**src/rtl/cpu_pkg.sv**
```systemverilog
// Shared definitions for the MIPS core hazard logic: register-zero constant,
// multiply/divide FSM states and the dependency match helper.
package cpu_pkg;

   localparam logic [4:0]  REG_ZERO   = 5'd0;
   localparam int unsigned MD_LAT_DEF = 4;

   typedef enum logic {
      IDLE,
      BUSY
   } md_state_t;

   // Register $0 is hard-wired, so it can never carry a true dependency.
   function automatic logic reg_match(input logic [4:0] r,
                                      input logic [4:0] rs,
                                      input logic [4:0] rt,
                                      input logic       uses_rt);
      return (r != REG_ZERO) && ((r == rs) || (uses_rt && (r == rt)));
   endfunction

endpackage

```
**src/rtl/hazard_ctrl_if.sv**
```systemverilog
// ID-stage hazard signal bundle: pipeline status in, front-end controls out.
interface hazard_ctrl_if #(
   parameter int unsigned CNT_W = 32
);
   logic [4:0]       ifid_rs;
   logic [4:0]       ifid_rt;
   logic             ifid_uses_rt;
   logic             id_branch;
   logic             id_branch_cond;
   logic             id_md_start;
   logic             id_md_use;
   logic             idex_memread;
   logic             idex_regwrite;
   logic [4:0]       idex_rd;
   logic             exmem_memread;
   logic [4:0]       exmem_rd;
   logic             PCWrite;
   logic             IFIDWrite;
   logic             branchtakken;
   logic             ctrl_bubble;
   logic             md_busy;
   logic [CNT_W-1:0] stall_count;

   modport master (
      output ifid_rs, ifid_rt, ifid_uses_rt, id_branch, id_branch_cond,
             id_md_start, id_md_use, idex_memread, idex_regwrite, idex_rd,
             exmem_memread, exmem_rd,
      input  PCWrite, IFIDWrite, branchtakken, ctrl_bubble, md_busy, stall_count
   );

   modport slave (
      input  ifid_rs, ifid_rt, ifid_uses_rt, id_branch, id_branch_cond,
             id_md_start, id_md_use, idex_memread, idex_regwrite, idex_rd,
             exmem_memread, exmem_rd,
      output PCWrite, IFIDWrite, branchtakken, ctrl_bubble, md_busy, stall_count
   );

endinterface

```
**src/rtl/md_busy_timer.sv**
```systemverilog
// Multiply/divide occupancy timer: IDLE/BUSY FSM with a 4-bit down-counter,
// busy for exactly MD_LAT cycles after an accepted start.
module md_busy_timer
   import cpu_pkg::*;
#(
   parameter int unsigned MD_LAT = MD_LAT_DEF
) (
   input  logic clock,
   input  logic reset,
   input  logic start,
   output logic busy
);

   md_state_t  state, state_n;
   logic [3:0] md_cnt, md_cnt_n;

   always_ff @(posedge clock) begin
      if (reset) begin
         state  <= IDLE;
         md_cnt <= '0;
      end else begin
         state  <= state_n;
         md_cnt <= md_cnt_n;
      end
   end

   always_comb begin
      state_n  = state;
      md_cnt_n = md_cnt;
      unique case (state)
         IDLE: begin
            if (start) begin
               state_n  = BUSY;
               md_cnt_n = 4'(MD_LAT - 1);
            end
         end
         BUSY: begin
            if (md_cnt == '0) begin
               state_n = IDLE;
            end else begin
               md_cnt_n = md_cnt - 4'd1;
            end
         end
         default: state_n = IDLE;
      endcase
   end

   assign busy = (state == BUSY);

endmodule

```
**src/rtl/hazard_ctrl.sv**
```systemverilog
// Pipeline hazard and front-end sequencing controller beside the ID stage:
// stall/flush/bubble generation, branch squash and stall cycle counting.
module hazard_ctrl
   import cpu_pkg::*;
#(
   parameter int unsigned MD_LAT = MD_LAT_DEF,
   parameter int unsigned CNT_W  = 32
) (
   input  logic          clock,
   input  logic          reset,
   hazard_ctrl_if.slave  hz
);

   logic             md_busy;
   logic             idex_hit;
   logic             exmem_hit;
   logic             stall;
   logic [CNT_W-1:0] stall_cnt;

   assign idex_hit  = reg_match(hz.idex_rd,  hz.ifid_rs, hz.ifid_rt, hz.ifid_uses_rt);
   assign exmem_hit = reg_match(hz.exmem_rd, hz.ifid_rs, hz.ifid_rt, hz.ifid_uses_rt);

   // A branch right after its load trips load-use then branch-on-load: 2 cycles.
   assign stall = (hz.idex_memread && idex_hit)
                | (hz.id_branch && hz.idex_regwrite && !hz.idex_memread && idex_hit)
                | (hz.id_branch && hz.exmem_memread && exmem_hit)
                | (md_busy && hz.id_md_use);

   md_busy_timer #(
      .MD_LAT (MD_LAT)
   ) u_md_timer (
      .clock (clock),
      .reset (reset),
      .start (hz.id_md_start && !stall),
      .busy  (md_busy)
   );

   always_ff @(posedge clock) begin
      if (reset) begin
         stall_cnt <= '0;
      end else if (stall) begin
         stall_cnt <= stall_cnt + 1'b1;
      end
   end

   always_comb begin
      hz.PCWrite      = 1'b1;
      hz.IFIDWrite    = 1'b0;
      hz.branchtakken = 1'b0;
      hz.ctrl_bubble  = 1'b0;
      if (reset || stall) begin
         hz.PCWrite     = 1'b0;
         hz.IFIDWrite   = 1'b1;
         hz.ctrl_bubble = 1'b1;
      end else if (hz.id_branch && hz.id_branch_cond) begin
         hz.branchtakken = 1'b1;
      end
   end

   assign hz.md_busy     = md_busy;
   assign hz.stall_count = stall_cnt;

endmodule

```
**src/flat_wrapper.sv**
```systemverilog
// flat-port wrapper written by rule: the top's interface ports become plain ports
module hazard_ctrl_flat import cpu_pkg::*;
#(
   parameter int unsigned MD_LAT = MD_LAT_DEF,
   parameter int unsigned CNT_W  = 32
)
  (clock, reset, hz_ifid_rs, hz_ifid_rt, hz_ifid_uses_rt, hz_id_branch, hz_id_branch_cond, hz_id_md_start, hz_id_md_use, hz_idex_memread, hz_idex_regwrite, hz_idex_rd, hz_exmem_memread, hz_exmem_rd, hz_PCWrite, hz_IFIDWrite, hz_branchtakken, hz_ctrl_bubble, hz_md_busy, hz_stall_count);
  hazard_ctrl_if #(.CNT_W(CNT_W)) hz_i ();
  input  logic clock;
  input  logic reset;
  input wire logic [$bits(hz_i.ifid_rs)-1:0] hz_ifid_rs;
  input wire logic [$bits(hz_i.ifid_rt)-1:0] hz_ifid_rt;
  input wire logic [$bits(hz_i.ifid_uses_rt)-1:0] hz_ifid_uses_rt;
  input wire logic [$bits(hz_i.id_branch)-1:0] hz_id_branch;
  input wire logic [$bits(hz_i.id_branch_cond)-1:0] hz_id_branch_cond;
  input wire logic [$bits(hz_i.id_md_start)-1:0] hz_id_md_start;
  input wire logic [$bits(hz_i.id_md_use)-1:0] hz_id_md_use;
  input wire logic [$bits(hz_i.idex_memread)-1:0] hz_idex_memread;
  input wire logic [$bits(hz_i.idex_regwrite)-1:0] hz_idex_regwrite;
  input wire logic [$bits(hz_i.idex_rd)-1:0] hz_idex_rd;
  input wire logic [$bits(hz_i.exmem_memread)-1:0] hz_exmem_memread;
  input wire logic [$bits(hz_i.exmem_rd)-1:0] hz_exmem_rd;
  output wire logic [$bits(hz_i.PCWrite)-1:0] hz_PCWrite;
  output wire logic [$bits(hz_i.IFIDWrite)-1:0] hz_IFIDWrite;
  output wire logic [$bits(hz_i.branchtakken)-1:0] hz_branchtakken;
  output wire logic [$bits(hz_i.ctrl_bubble)-1:0] hz_ctrl_bubble;
  output wire logic [$bits(hz_i.md_busy)-1:0] hz_md_busy;
  output wire logic [$bits(hz_i.stall_count)-1:0] hz_stall_count;
  assign hz_i.ifid_rs = hz_ifid_rs;
  assign hz_i.ifid_rt = hz_ifid_rt;
  assign hz_i.ifid_uses_rt = hz_ifid_uses_rt;
  assign hz_i.id_branch = hz_id_branch;
  assign hz_i.id_branch_cond = hz_id_branch_cond;
  assign hz_i.id_md_start = hz_id_md_start;
  assign hz_i.id_md_use = hz_id_md_use;
  assign hz_i.idex_memread = hz_idex_memread;
  assign hz_i.idex_regwrite = hz_idex_regwrite;
  assign hz_i.idex_rd = hz_idex_rd;
  assign hz_i.exmem_memread = hz_exmem_memread;
  assign hz_i.exmem_rd = hz_exmem_rd;
  assign hz_PCWrite = hz_i.PCWrite;
  assign hz_IFIDWrite = hz_i.IFIDWrite;
  assign hz_branchtakken = hz_i.branchtakken;
  assign hz_ctrl_bubble = hz_i.ctrl_bubble;
  assign hz_md_busy = hz_i.md_busy;
  assign hz_stall_count = hz_i.stall_count;
  hazard_ctrl #(.MD_LAT(MD_LAT), .CNT_W(CNT_W)) u_core (.clock(clock), .reset(reset), .hz(hz_i));
endmodule
```
**config.mk**
```make
export PLATFORM = sky130hd
export DESIGN_NAME = hazard_ctrl_flat
export DESIGN_NICKNAME = d
export VERILOG_FILES = /design/src/rtl/cpu_pkg.sv /design/src/rtl/hazard_ctrl_if.sv /design/src/rtl/md_busy_timer.sv /design/src/rtl/hazard_ctrl.sv /design/src/flat_wrapper.sv
export SDC_FILE = /design/constraint.sdc
export NUM_CORES = 1
export LEC_CHECK = 0
export CAP_MARGIN = 30
export CORE_MARGIN = 2
export CORE_UTILIZATION = 45
export CTS_BUF_LIST = sky130_fd_sc_hd__clkbuf_8 sky130_fd_sc_hd__clkbuf_16
export DETAILED_ROUTE_END_ITERATION = 10
export GPL_TIMING_DRIVEN = 0
export PLACE_DENSITY = 0.88
export SLEW_MARGIN = 20
export SYNTH_ARGS = -nofsm -noshare
export SYNTH_HDL_FRONTEND = slang
export SYNTH_SLANG_ARGS = --single-unit
```
**constraint.sdc**
```tcl
create_clock -name clock -period 6.1 [get_ports clock]
set_input_delay 0.915 -clock clock [delete_from_list [all_inputs] [get_ports clock]]
set_output_delay 0.915 -clock clock [all_outputs]
set_load 0.01 [all_outputs]
```
==> key figures, run 1 <==
GRT
  • Overflow after GRT: 0
  • First-pass GRT wire length: 9870 microns
  • Gr usage total: 0.240
  • Initial antenna violation count: 0
  • Largest net degree at the start of global routing: 14
  • Number of global-route vias before repair: 2128

Detailed routing
  • Drt first pass iters: 4
  • WL met2: between 2000 and 3000 microns
  • Met1 WL: 2690 microns
  • Vias per inst: around 6
  • Total number of vias: about 2300
  • Antenna Nets Post-Route: 0
  • Met3 wire len: 480 microns
  • Max layer used: met4
  • DRC: 0
  • Final wirelength: slightly above 6000 microns
  • DRT iter0 DRCs: roughly 160
  • Routed wire per std cell: 16.0 microns

Power
  • Clock share of power: 0.394
  • Sw Pwr: 0.147 mW
  • Switch share: 0.262
  • Reg power frac: 0.445
  • Comb pwr share: 0.161
  • Internal Power: 0.414 mW
  • Maximum VDD drop: between 0.00015 and 0.0002 V
  • Pwr Density: ~190 nW/um^2
  • Leakage: 0.890 nW

Clock network
  • Maximum clock path buffer count: 2
  • Post-cts resize count: 0
  • Num CTS Buffers: 5
  • Clock Tree Root: clkbuf_8
  • CTS tree: done
  • H-tree depth: 2
  • Setup bufs post-CTS: 0
  • Clock slew at reported path FFs: approximately 90 ps
  • CTS Hold Bufs: 0
  • Skew-Pair Late Insertion Delay: roughly 300 ps
  • Num Clock Sinks: 37

Logic synthesis
  • Synth Area per Inst: 8.04 sq um
  • Yosys reg bits: 37
  • Ys Warns: 0
  • Mapped Cells: 259
  • Syn Nets: a little under 300
  • Seq/Total Area, Yosys: 0.356
  • Cell area after synthesis: about 2100 sq um
  • Synth cell types: 36

Die
  • Top Ports: 67
  • Die Footprint: a little over 5000 sq um
  • Initial core utilization: 0.472
  • Num rows: 24
  • Die width: approximately 70 microns
  • Die height: 72.0 microns
  • Core area: 4410 sq um

STA
  • Fin crit period: 5080 ps
  • Final setup violation count: 0
  • Hold Vio Cnt, Final: 0
  • Slew @ Worst Pin: between 900 and 1000 ps
  • Slew Viols, Final: 0
  • RSZ-0062 raised after global routing: false
  • Tcrit/Tclk final: 0.832
  • Slew HR: 0.355
  • Fmax: about 200 MHz
  • Sum of negative setup slack: 0 ps
  • Clock Skew: 9.38 ps

Final layout
  • Share of layout cells above drive strength 1: 0.0480
  • Most frequent cells in the layout: clkdlybuf4s50_1 (66), dfxtp_1 (37), a21oi_1 (35), xnor2_1 (20), nand2_1 (19)
  • Commonest non-fill, non-tap cell in the layout: clkdlybuf4s50_1
  • Fin nets: 364
  • Final Cell Area: 2920 sq um
  • Fillers: 393
  • P&R area growth vs syn: 40.4%
  • Diodes inserted: 0

Worst setup path
  • Critical path class: in2out
  • Startpoint Class: input port
  • Critical Path AT: 4160 ps
  • CP max FO: 10
  • Crit path capture type: output pin
  • Critical path required time: 5180 ps

Min path
  • Hold WC Path Type: reg2reg

Job
  • Max-cap violations: 0

Placement
  • Hpwl dp: between 4000 and 5000 microns
  • Placed Area: around 2800 sq um
  • Buffers on Ports: between 60 and 70
  • Placer's final routability congestion estimate: about 0.87

Outcome
  • Run status: finished, final reports clean
[through the flow]
stage	std cells	utilization	hold slack, ps	total power, mW	worst slack, ps
floorplan	259	-	460	0.300	2330
global placement	377	0.636	469	0.342	1100
detailed placement	377	0.636	478	0.344	1030
CTS	385	0.662	489	0.562	1050
global route	385	0.662	531	0.580	827
finish	385	0.662	498	0.560	1020
[sequential cells by signal, summed over array words and instances (netlist names)]
register                  flops
u_core.hz.stall_count        32
u_core.u_md_timer.md_cnt      4
u_core.u_md_timer.busy        1
[power groups by stage]
| stage | sequential [mW] | combinational [mW] | clock [mW] |
|---|---|---|---|
| after global routing | 0.250 | 0.0984 | 0.231 |
| final | 0.249 | 0.0900 | 0.221 |
| after detailed placement | 0.255 | 0.0891 | 0 |
| after CTS | 0.249 | 0.0897 | 0.222 |
| after floorplan | 0.255 | 0.0454 | 0 |
| after global placement | 0.255 | 0.0871 | 0 |
[area by class of cell]
type,instances,area [sq um],share of cell area
multi-input combinational,203,1250,0.429
sequential,37,741,0.253
timing repair buffer,66,661,0.226
inverter,4,15.0,0.00513
clock inverter,3,46.3,0.0158
tap,52,65.1,0.0223
clock buffer,5,68.8,0.0235
buffer,15,73.8,0.0252
[cell families after synthesis]
family	after synthesis	share of synthesized area
simple gates	106	0.292
compound gates	73	0.205
flops	37	0.356
xor+xnor	21	0.0883
buf+inv	19	0.0426
fa+ha+maj	2	0.0120
mux	1	0.00480
[path summary, 6_finish.rpt]
kind | cells past startpoint | from | slack (ps) | to
worst max-delay path | 8 | hz_exmem_rd[1] | 1020 | hz_branchtakken
worst min register to register | 2 | u_core.hz.stall_count[31]$_SDFFE_PP0P_ | 500 | u_core.hz.stall_count[31]$_SDFFE_PP0P_
worst min-delay path | 2 | u_core.hz.stall_count[31]$_SDFFE_PP0P_ | 500 | u_core.hz.stall_count[31]$_SDFFE_PP0P_
worst max register to register | 7 | u_core.hz.stall_count[8]$_SDFFE_PP0P_ | 3810 | u_core.hz.stall_count[31]$_SDFFE_PP0P_
[per-layer routing]
layer | vias to the layer above | track usage
met1 | 1092 | 0.302
met4 | 0 | 0.0797
met2 | 89 | 0.403
met5 | - | 0
li1 | 1118 | -
met3 | 15 | 0.0569
[worst max-delay path, stage by stage]
cell,delay [ps]
clkdlybuf4s50_1,490
or3_1,400
o311a_1,330
a222oi_1,790
buf_2,380
and2b_1,190
and3_1,160
clkdlybuf4s50_1,520
[synthesized netlist by cell type]
| master | number | area (sq um) |
|---|---|---|
| and2b_1 | 1 | 7.51 |
| o311a_1 | 1 | 10.0 |
| o41ai_1 | 2 | 17.5 |
| inv_1 | 4 | 15.0 |
| ha_1 | 2 | 25.0 |
| nand2_1 | 19 | 71.3 |
| buf_2 | 2 | 10.0 |
| and3_1 | 4 | 25.0 |
| a21o_1 | 1 | 7.51 |
| or4_1 | 12 | 90.1 |
| nand3_1 | 13 | 65.1 |
| buf_4 | 2 | 15.0 |
| mux2i_1 | 1 | 10.0 |
| and2_1 | 3 | 18.8 |
| o22ai_1 | 2 | 12.5 |
| and4_1 | 3 | 26.3 |
| o21ai_0 | 16 | 80.1 |
| clkbuf_1 | 10 | 37.5 |
| a21boi_0 | 1 | 7.51 |
| or3_1 | 17 | 106 |
| a21oi_1 | 35 | 175 |
| buf_6 | 1 | 11.3 |
| or4b_2 | 3 | 30.0 |
| dfxtp_1 | 37 | 741 |
| nand4b_1 | 1 | 8.76 |
| nand3b_1 | 2 | 15.0 |
| a222oi_1 | 1 | 10.0 |
| nor2_1 | 11 | 41.3 |
| o31ai_1 | 12 | 90.1 |
| nor3_1 | 3 | 15.0 |
| nand2b_1 | 1 | 6.26 |
| nand4_1 | 13 | 81.3 |
| a221oi_1 | 1 | 8.76 |
| xor2_1 | 1 | 8.76 |
| a211oi_1 | 1 | 7.51 |
| xnor2_1 | 20 | 175 |
(Power assumes the default switching activity.)
==> run 2: changes to the inputs <==
Clock period 6.1 ns to 4.9 ns, I/O delays scaled along.
==> key figures, run 2 (synthesized netlist as in run 1, its figures left out) <==
STA
  • Slew HR: 0.368 (+0.0129)
  • Hold Vio Cnt, Final: 0 (unchanged)
  • Fin crit period: 4670 ps
  • Sum of negative setup slack: 0 ps (unchanged)
  • Fmax: between 200 and 250 MHz
  • Clock Skew: 9.20 ps (-0.179 ps)
  • Final setup violation count: 0 (unchanged)
  • RSZ-0062 raised after global routing: false
  • Setup WS post-layout: 230 ps (-793 ps)
  • Tcrit/Tclk final: 0.953
  • Slew @ Worst Pin: 948 ps (-19.4 ps)
  • Fin Hold WS: 498 ps (+0.0200 ps)
  • Slew Viols, Final: 0 (unchanged)

Die
  • Die width: 72.0 microns (unchanged)
  • Core area: 4410 sq um (unchanged)
  • Top Ports: 67 (unchanged)
  • Die Footprint: 5190 sq um (unchanged)
  • Num rows: 24 (unchanged)
  • Die height: 72.0 microns (unchanged)
  • Initial core utilization: 0.472 (unchanged)

Clock network
  • Clock Tree Root: clkbuf_8
  • Num CTS Buffers: 5 (unchanged)
  • H-tree depth: 2 (unchanged)
  • CTS tree: done
  • Maximum clock path buffer count: 2 (unchanged)
  • Skew-Pair Late Insertion Delay: 300 ps (about the same)
  • Clock slew at reported path FFs: 90 ps (about the same)
  • Num Clock Sinks: 37 (unchanged)

Placement
  • Pre-CTS WS: 186 ps (-840 ps)
  • Placer's final routability congestion estimate: 0.872 (unchanged)
  • Inst Count DP: 377 (unchanged)
  • Hpwl dp: 4390 microns (unchanged)
  • Buffers on Ports: 66 (unchanged)

Final layout
  • Multi-input logic area: 1250 sq um (unchanged)
  • Fin nets: 364 (unchanged)
  • Diodes inserted: 0 (unchanged)
  • Fin cells: 385 (unchanged)
  • Storage cell area: 741 sq um (unchanged)
  • Most frequent cells in the layout: clkdlybuf4s50_1 (66), dfxtp_1 (37), a21oi_1 (35), xnor2_1 (20), nand2_1 (19)
  • Final Util: 0.662 (unchanged)
  • Commonest non-fill, non-tap cell in the layout: clkdlybuf4s50_1
  • Share of layout cells above drive strength 1: 0.0480 (unchanged)
  • Max reg flops: 32 (unchanged)
  • Fillers: 393 (unchanged)
  • P&R area growth vs syn: 40.4% (unchanged)

GRT
  • Largest net degree at the start of global routing: 14 (unchanged)
  • Number of global-route vias before repair: 2128 (unchanged)
  • Gr usage total: 0.240 (unchanged)
  • First-pass GRT wire length: 9870 microns (unchanged)
  • Initial antenna violation count: 0 (unchanged)
  • Overflow after GRT: 0 (unchanged)

Min path
  • Hold WC Path Type: reg2reg
  • Hold path startpoint: u_core.hz.stall_count[31]$_SDFFE_PP0P_

Detailed routing
  • Routed wire per std cell: 16.0 microns (about the same)
  • DRT iter0 DRCs: 157 (-2.5%)
  • Final wirelength: 6140 microns (about the same)
  • DRC: 0 (unchanged)
  • Antenna Nets Post-Route: 0 (unchanged)
  • Drt first pass iters: 5 (+1)
  • Total number of vias: 2311 (-0.13%)
  • Vias per inst: 6.00 (-0.13%)

Power
  • Leakage: 0.890 nW (about the same)
  • Pwr Density: 239 nW/um^2 (+25%)
  • Maximum VDD drop: 0.000188 V (+25%)

Worst setup path
  • Startpoint Class: input port
  • R2R Path Start: u_core.hz.stall_count[8]$_SDFFE_PP0P_
  • Crit path capture type: output pin
  • CP max FO: 10 (unchanged)
  • Critical path class: in2out
  • Critical Path AT: 3940 ps (-220 ps)
  • Crit path from: hz_exmem_rd[1]
  • Critical path required time: 4160 ps (-1020 ps)

Job
  • Max-cap violations: 0 (unchanged)

Outcome
  • Run status: finished, final reports clean
## run 2: cell counts in the layout (fill, tap and decap cells not counted)
Identical to the previous run, type by type.
## run 2: cell type report
cell class,count,area share
Buffer,15,0.0252
Clock buffer,5,0.0235
Clock inverter,3,0.0158
Inverter,4,0.00513
Multi-Input combinational cell,203,0.429
Sequential cell,37,0.253
Tap cell,52,0.0223
Timing Repair Buffer,66,0.226
## run 2: critical path: stages
cell and delay, ps:
clkdlybuf4s50_1 490, or3_1 400, o311a_1 330, a222oi_1 750, buf_2 370, and2b_1 190
and3_1 160, clkdlybuf4s50_1 520
## run 2: through the flow
| stage | power, mW | area (sq um) |
|---|---|---|
| after global routing | 0.722 | 2920 |
| final | 0.698 | 2920 |
| after CTS | 0.699 | 2920 |
| after floorplan | 0.374 | 2080 |
| after detailed placement | 0.429 | 2810 |
| after global placement | 0.426 | 2810 |
## run 2: routing by layer
| metal | track usage | part of all wire |
|---|---|---|
| met1 | 0.302 | 0.44 |
| met2 | 0.403 | 0.46 |
| met3 | 0.0569 | 0.078 |
| met4 | 0.0797 | 0.017 |
| met5 | 0 | 0 |
## run 2: path summary, 6_finish.rpt
kind | cells after the start | slack, ps | end
max | 8 | 230 | hz_branchtakken
min | 2 | 500 | u_core.hz.stall_count[31]$_SDFFE_PP0P_
min reg2reg | 2 | 500 | u_core.hz.stall_count[31]$_SDFFE_PP0P_
max reg2reg | 7 | 2600 | u_core.hz.stall_count[31]$_SDFFE_PP0P_
## run 2: where the power goes
group | total, mW | switching, mW | internal [mW] | leakage [nW]
combinational | 0.112 | 0.0548 | 0.0571 | 0.536
sequential | 0.310 | 0.00498 | 0.305 | 0.299
clock | 0.275 | 0.123 | 0.152 | 0.0543
## run 2: timing repair
item | 4_1_cts | 5_1_grt
hold buffers | 0 | 0
gates resized for setup | 0 | 0
endpoints found under the setup margin | 0 | 1
buffers inserted | 0 | 0
